**config.mk**
```make
export PLATFORM = sky130hd
export DESIGN_NAME = fifo_push_arb
export DESIGN_NICKNAME = d
export VERILOG_FILES = /design/src/rtl/fifo_push_arb.sv
export SDC_FILE = /design/constraint.sdc
export NUM_CORES = 1
export LEC_CHECK = 0
export CELL_PAD_IN_SITES_DETAIL_PLACEMENT = 0
export CELL_PAD_IN_SITES_GLOBAL_PLACEMENT = 1
export CORE_UTILIZATION = 30
export CTS_CLUSTER_SIZE = 20
export DETAILED_ROUTE_END_ITERATION = 7
export PLACE_DENSITY = 0.95
export SYNTH_ARGS = -nofsm -noshare
export SYNTH_HDL_FRONTEND = slang
export SYNTH_SLANG_ARGS = --single-unit
```
**constraint.sdc**
```tcl
create_clock -name clk -period 3.7 [get_ports clk]
set_clock_uncertainty 0.2 [all_clocks]
set_input_delay 0.555 -clock clk [delete_from_list [all_inputs] [get_ports clk]]
set_output_delay 0.555 -clock clk [all_outputs]
set_load 0.02 [all_outputs]
```
**src/rtl/fifo_push_arb.sv**
```systemverilog
// Round-robin, packet-locked arbiter that shares one fifo write port among NREQ requesters.
// Optional macro FIFO_ARB_PRIO_EN gives requester 0 strict priority over the rotating others.
module fifo_push_arb #(
    parameter int NREQ = 4,
    parameter int DW   = 8,
    parameter int AW   = 4,
    localparam int IW  = (NREQ > 1) ? $clog2(NREQ) : 1
) (
    input  logic              clk,
    input  logic              arst_n,
    input  logic [NREQ-1:0]   req_valid,
    input  logic [NREQ*DW-1:0] req_data,
    input  logic [NREQ-1:0]   req_last,
    output logic [NREQ-1:0]   req_ready,
    input  logic [AW:0]       fifo_fill_level,
    output logic              fifo_push,
    output logic [DW-1:0]     fifo_din,
    output logic [IW-1:0]     grant_id,
    output logic              busy
);

    localparam int DEPTH = 1 << AW;

    typedef enum logic {
        IDLE = 1'b0,
        LOCK = 1'b1
    } state_t;

    state_t        state;
    logic [IW-1:0] rr_ptr;
    logic [IW-1:0] winner;
    logic [IW-1:0] rr_next;
    logic [IW:0]   scan_idx;
    logic          found;
    logic          any_valid;
    logic [AW+1:0] committed;
    logic          space_ok;
    logic          accept;
    logic          accept_last;

    // Handshake: a beat moves when req_valid[i] & req_ready[i] at a rising edge.
    // req_ready never depends on req_valid; only the granted requester may see ready=1.

    // First valid requester at or after rr_ptr, wrapping modulo NREQ.
    always_comb begin
        winner   = '0;
        found    = 1'b0;
        scan_idx = '0;
        for (int k = 0; k < NREQ; k++) begin
            scan_idx = {1'b0, rr_ptr} + (IW+1)'(k);
            if (scan_idx >= (IW+1)'(NREQ)) begin
                scan_idx = scan_idx - (IW+1)'(NREQ);
            end
            if (!found && req_valid[scan_idx[IW-1:0]]) begin
                winner = scan_idx[IW-1:0];
                found  = 1'b1;
            end
        end
`ifdef FIFO_ARB_PRIO_EN
        if (req_valid[0]) begin
            winner = '0;
        end
`endif
    end

    assign any_valid = |req_valid;

    // The push still in flight is not yet counted in fill_level, so add it here.
    assign committed = {1'b0, fifo_fill_level} + {{(AW+1){1'b0}}, fifo_push};
    assign space_ok  = committed < (AW+2)'(DEPTH);

    assign accept      = (state == LOCK) && req_valid[grant_id] && space_ok;
    assign accept_last = accept && req_last[grant_id];
    assign rr_next     = (grant_id == IW'(NREQ - 1)) ? '0 : grant_id + 1'b1;
    assign busy        = (state == LOCK);

    always_comb begin
        req_ready = '0;
        if (state == LOCK) begin
            req_ready[grant_id] = space_ok;
        end
    end

    always_ff @(posedge clk or negedge arst_n) begin
        if (!arst_n) begin
            state     <= IDLE;
            rr_ptr    <= '0;
            grant_id  <= '0;
            fifo_push <= 1'b0;
            fifo_din  <= '0;
        end else begin
            fifo_push <= accept;
            if (accept) begin
                fifo_din <= req_data[grant_id*DW +: DW];
            end
            case (state)
                IDLE: begin
                    if (any_valid) begin
                        grant_id <= winner;
                        state    <= LOCK;
                    end
                end
                LOCK: begin
                    if (accept_last) begin
`ifdef FIFO_ARB_PRIO_EN
                        if (grant_id != '0) begin
                            rr_ptr <= rr_next;
                        end
`else
                        rr_ptr <= rr_next;
`endif
                        state <= IDLE;
                    end
                end
                default: state <= IDLE;
            endcase
        end
    end

endmodule

```
# After elaboration in Yosys (flattened, before gate mapping)
# Index checks and enable logic that the tools add are counted.
# Widths: inputs -> output; s select.
totals:
  input_bits: 47
  output_inout_bits: 16
  word_cells: 72
  ff_bits: 14
classes:
  order_cmp: 11
  shift: 1
  addsub: 9
  n_eq_ne: 1
  n_reduce_logical: 13
  bitwise: 2
  n_mux: 30
ops:
  columns: ["cell", "count"]
  rows:
  - ["$shiftx 32x6->8", 1]
  - ["$mux 2", 9]
  - ["$lt 2x3->1 const B", 5]
  - ["$bmux 1 s2", 6]
  - ["$mux 1", 12]
  - ["$ge 3x3->1 const B", 3]
  - ["$sub 2x1->2 const B", 4]
  - ["$logic_and 1x1->1", 7]
  - ["$add 2x2->3 const B", 2]
  - ["$add 5x1->6", 1]
  - ["$lt 6x5->1 const B", 1]
  - ["$and 4x4->4", 1]
  - ["$mux 4", 1]
  - ["$reduce_and 2->1", 2]
  - ["$reduce_or 4->1", 1]
  - ["$add 2x1->3 const B", 1]
  - ["$ge 2x3->1 const B", 1]
  - ["$logic_not 1->1", 3]
  - ["$add 2x1->2 const B", 1]
  - ["$demux 1 s2", 1]
  - ["$eq 2x2->1 const B", 1]
  - ["$ge 2x1->1 const B", 1]
  - ["$pmux 1 s2", 1]
  - ["$not 1->1", 1]

# Longest topological paths before layout
depth:
  ltp_word: 14
  depth_mapped: 5
  ltp_nobuf: 4

# Least setup slack after synthesis
# OpenSTA, ideal clock, no wires.
synth_path:
  kind: "input to output"
  from: "in fifo_fill_level[1]"
  to: "out req_ready[0]"
  n_path_buf: 0
  cell_stages: 3
  t_arrival_ns: 1.369
  slack_ns: 1.576
  required_ns: 2.945
  cell_sequence: "and3_4 > a311oi_4 > and2_1"
synth_via:
  elab_chain_len: 4
synth_rtl:
  columns: ["element", "line", "source"]
  rows:
  - ["from (decl)", "15", "input logic [AW:0] fifo_fill_level,"]
  - ["$add 5x1->6", "69", "assign committed = {1'b0, fifo_fill_level} + {{(AW+1){1'b0}}, fifo_push};"]
  - ["$lt 6x5->1", "70", "assign space_ok = committed < (AW+2)'(DEPTH);"]
  - ["$and 4x4->4 (no line)", null, null]
  - ["$mux 4", "79", "if (state == LOCK) begin"]
  - ["to (decl)", "14", "output logic [NREQ-1:0] req_ready,"]
# Every way passes these cells.

# Worst setup path after layout
# Same ends and word-level chain as after synthesis.

==> results.json <==
{
  "drt_wl_total_um": 2590,
  "grt_pass1_vias": 904,
  "overflow": 0,
  "ys_types": 27,
  "vdd_ir_drop_max_mv": 0.301,
  "area_growth_pct": 67.8,
  "p_total_mw": 1.11,
  "clock_path_buffers": 2,
  "layout.cells.most_common_list": "clkdlybuf4s50_1 (62), dfrtp_1 (14), mux2_4 (10)",
  "p_int_mw": 0.691,
  "total_leakage_power_nw": 0.738,
  "multi_input_area_sq_um": 662,
  "p_seq_frac": 0.293,
  "reg2reg_to": "rr_ptr[0]",
  "min_path_cells": 1,
  "antenna_found_initial": 0,
  "die_w_um": 61.1,
  "period_needed_ns": 3.16,
  "outcome": "finished, final reports clean",
  "hold_violations": 0,
  "timing.rr.start": "grant_id[0]",
  "period_share": 0.855,
  "gp_congestion": 0.679,
  "io_buffers": 62,
  "num_io_pins": 63,
  "layout_commonest_cell": "clkdlybuf4s50_1",
  "avgViaCountPerCell": 4.93,
  "fin_setup_tns_ns": 0,
  "setup_slack_ns": 0.535,
  "diodes": 0,
  "cts_buffers": 3,
  "worstSetupEndpoint": "req_ready[0]",
  "hp-class": "flip-flop to flip-flop",
  "ys.flop_type": "dfrtp_1",
  "p_comb_frac": 0.607,
  "setup_violations": 0,
  "rsz0062_at_grt": "false",
  "final_core_util": 0.526,
  "cts_max_level": 1,
  "async_flop_share": 1.00,
  "postRouteAntennaNets": 0,
  "final_cell_count_no_fill": 182,
  "critPathMaxFanout": 5,
  "crit_arrival_ns": 2.41,
  "cts-resized-gates": 0,
  "hp-start": "fifo_din[0]",
  "place_ws_ns": 0.546,
  "cts_setup_buffers": 0,
  "synth_cells": 71,
  "clkPwrFrac": 0.100,
  "cts_sinks": 14,
  "drc": 0,
  "critPathLaunch": "fifo_fill_level[1]",
  "worstSkewPairLatency_ns": 0.28,
  "synth_edf_count": 0,
  "num_rows": 21,
  "end_kind": "output port",
  "firstDrtPassIters": 4,
  "rrSetupSlack_ns": 1.55,
  "max_clock_freq_ghz": 0.316,
  "ctsHoldBuffers": 0,
  "start_util": 0.313,
  "switching_power_mw": 0.417,
  "start_kind": "input port",
  "worst_hold_slack_ns": 0.328,
  "slew_headroom": 0.583,
  "nets": 188,
  "final_cell_area_sq_um": 1760,
  "groute.usage.overall": 0.147,
  "dieArea_sq_um": 3730,
  "syn-num-nets": 122,
  "cap_violations": 0,
  "dp_cells": 178,
  "yosys_warnings": 0,
  "drv_slew": 0,
  "fillCellCount": 284,
  "ys_seq_elements": 14,
  "cts_tree": "yes",
  "drtIter0Drc": 17,
  "grt_pass1_wl_um": 3930,
  "rr_worst_depth": 5,
  "ys_seq_area_frac": 0.335,
  "num_vias": 897,
  "root_buffer": "clkbuf_4",
  "synth_area_per_cell_sq_um": 14.7,
  "syn_area_sq_um": 1050,
  "p_sw_frac": 0.377,
  "register_area_sq_um": 350,
  "clkTransAtPathRegs_ns": 0.09,
  "worstPathRequired_ns": 2.94,
  "drive_above_1_share": 0.176,
  "power_density_nw_per_um2": 631,
  "die_h_um": 61.1,
  "tightest_slew_ns": 0.624,
  "wl_per_cell_um": 14.3,
  "grt_max_degree": 15,
  "core-area_sq_um": 3340,
  "dpl_cell_area_sq_um": 1720,
  "dp_hpwl_um": 2160,
  "path_class": "input port to output port"
}
[worst min-delay path by stage]
stage	to	slack, ns
finish	fifo_din[0]	0.33
global route	fifo_din[0]	0.35
CTS	fifo_din[0]	0.33
detailed placement	fifo_din[4]	0.30
global placement	fifo_din[0]	0.30
floorplan	busy	0.06
[Yosys cell counts, types with 2 or more instances]
cell type  count  area share
mux2_4        10        0.14
o221ai_1       2       0.017
ha_1           4       0.048
inv_1          4       0.014
a21oi_1        2      0.0096
nor2_1         2      0.0072
o21ai_0        2      0.0096
dfrtp_1       14        0.33
and2_1         4       0.024
mux4_2         2       0.043
mux2i_1        2       0.019
mux4_1         8        0.20
[sequential cells by signal, summed over array words and instances, names as in the netlist]
name,cells
fifo_din,8
grant_id,2
rr_ptr,2
busy,1
fifo_push,1
[layout make-up]
class                           count  area share
Clock buffer                        4      0.0207
Timing Repair Buffer               63       0.358
Tap cell                           46      0.0328
Inverter                            5      0.0121
Sequential cell                    14       0.200
Multi-Input combinational cell     50       0.377
[critical path: stages]
cell and delay, ns:
clkdlybuf4s50_1 0.40, and3_4 0.19, a311oi_4 0.45, and2_1 0.20
clkdlybuf4s50_1 0.60
[power by group through the flow]
stage	Clock, mW	Sequential [mW]	Combinational, mW
3_5_place_dp	0	0.328	0.678
4_1_cts	0.112	0.328	0.681
2_1_floorplan	0	0.367	0.365
3_3_place_gp	0	0.323	0.667
5_1_grt	0.119	0.338	0.718
6_report	0.111	0.325	0.672
[routing by layer]
layer | wire length (um) | share of wire | vias up | track usage
met4 | 0 | 0 | 0 | 0.0422
met5 | 0 | 0 | - | 0
met1 | 1070 | 0.41 | 439 | 0.170
met3 | 177 | 0.068 | 0 | 0.0399
met2 | 1340 | 0.52 | 44 | 0.266
li1 | - | - | 414 | -
[cells by family after synthesis]
family | synth area share
flops | 0.335
simple gates | 0.0897
fa+ha+maj | 0.0478
mux | 0.407
compound gates | 0.0885
buf+inv | 0.0323
No activity file was read; power rests on OpenSTA's default activity.
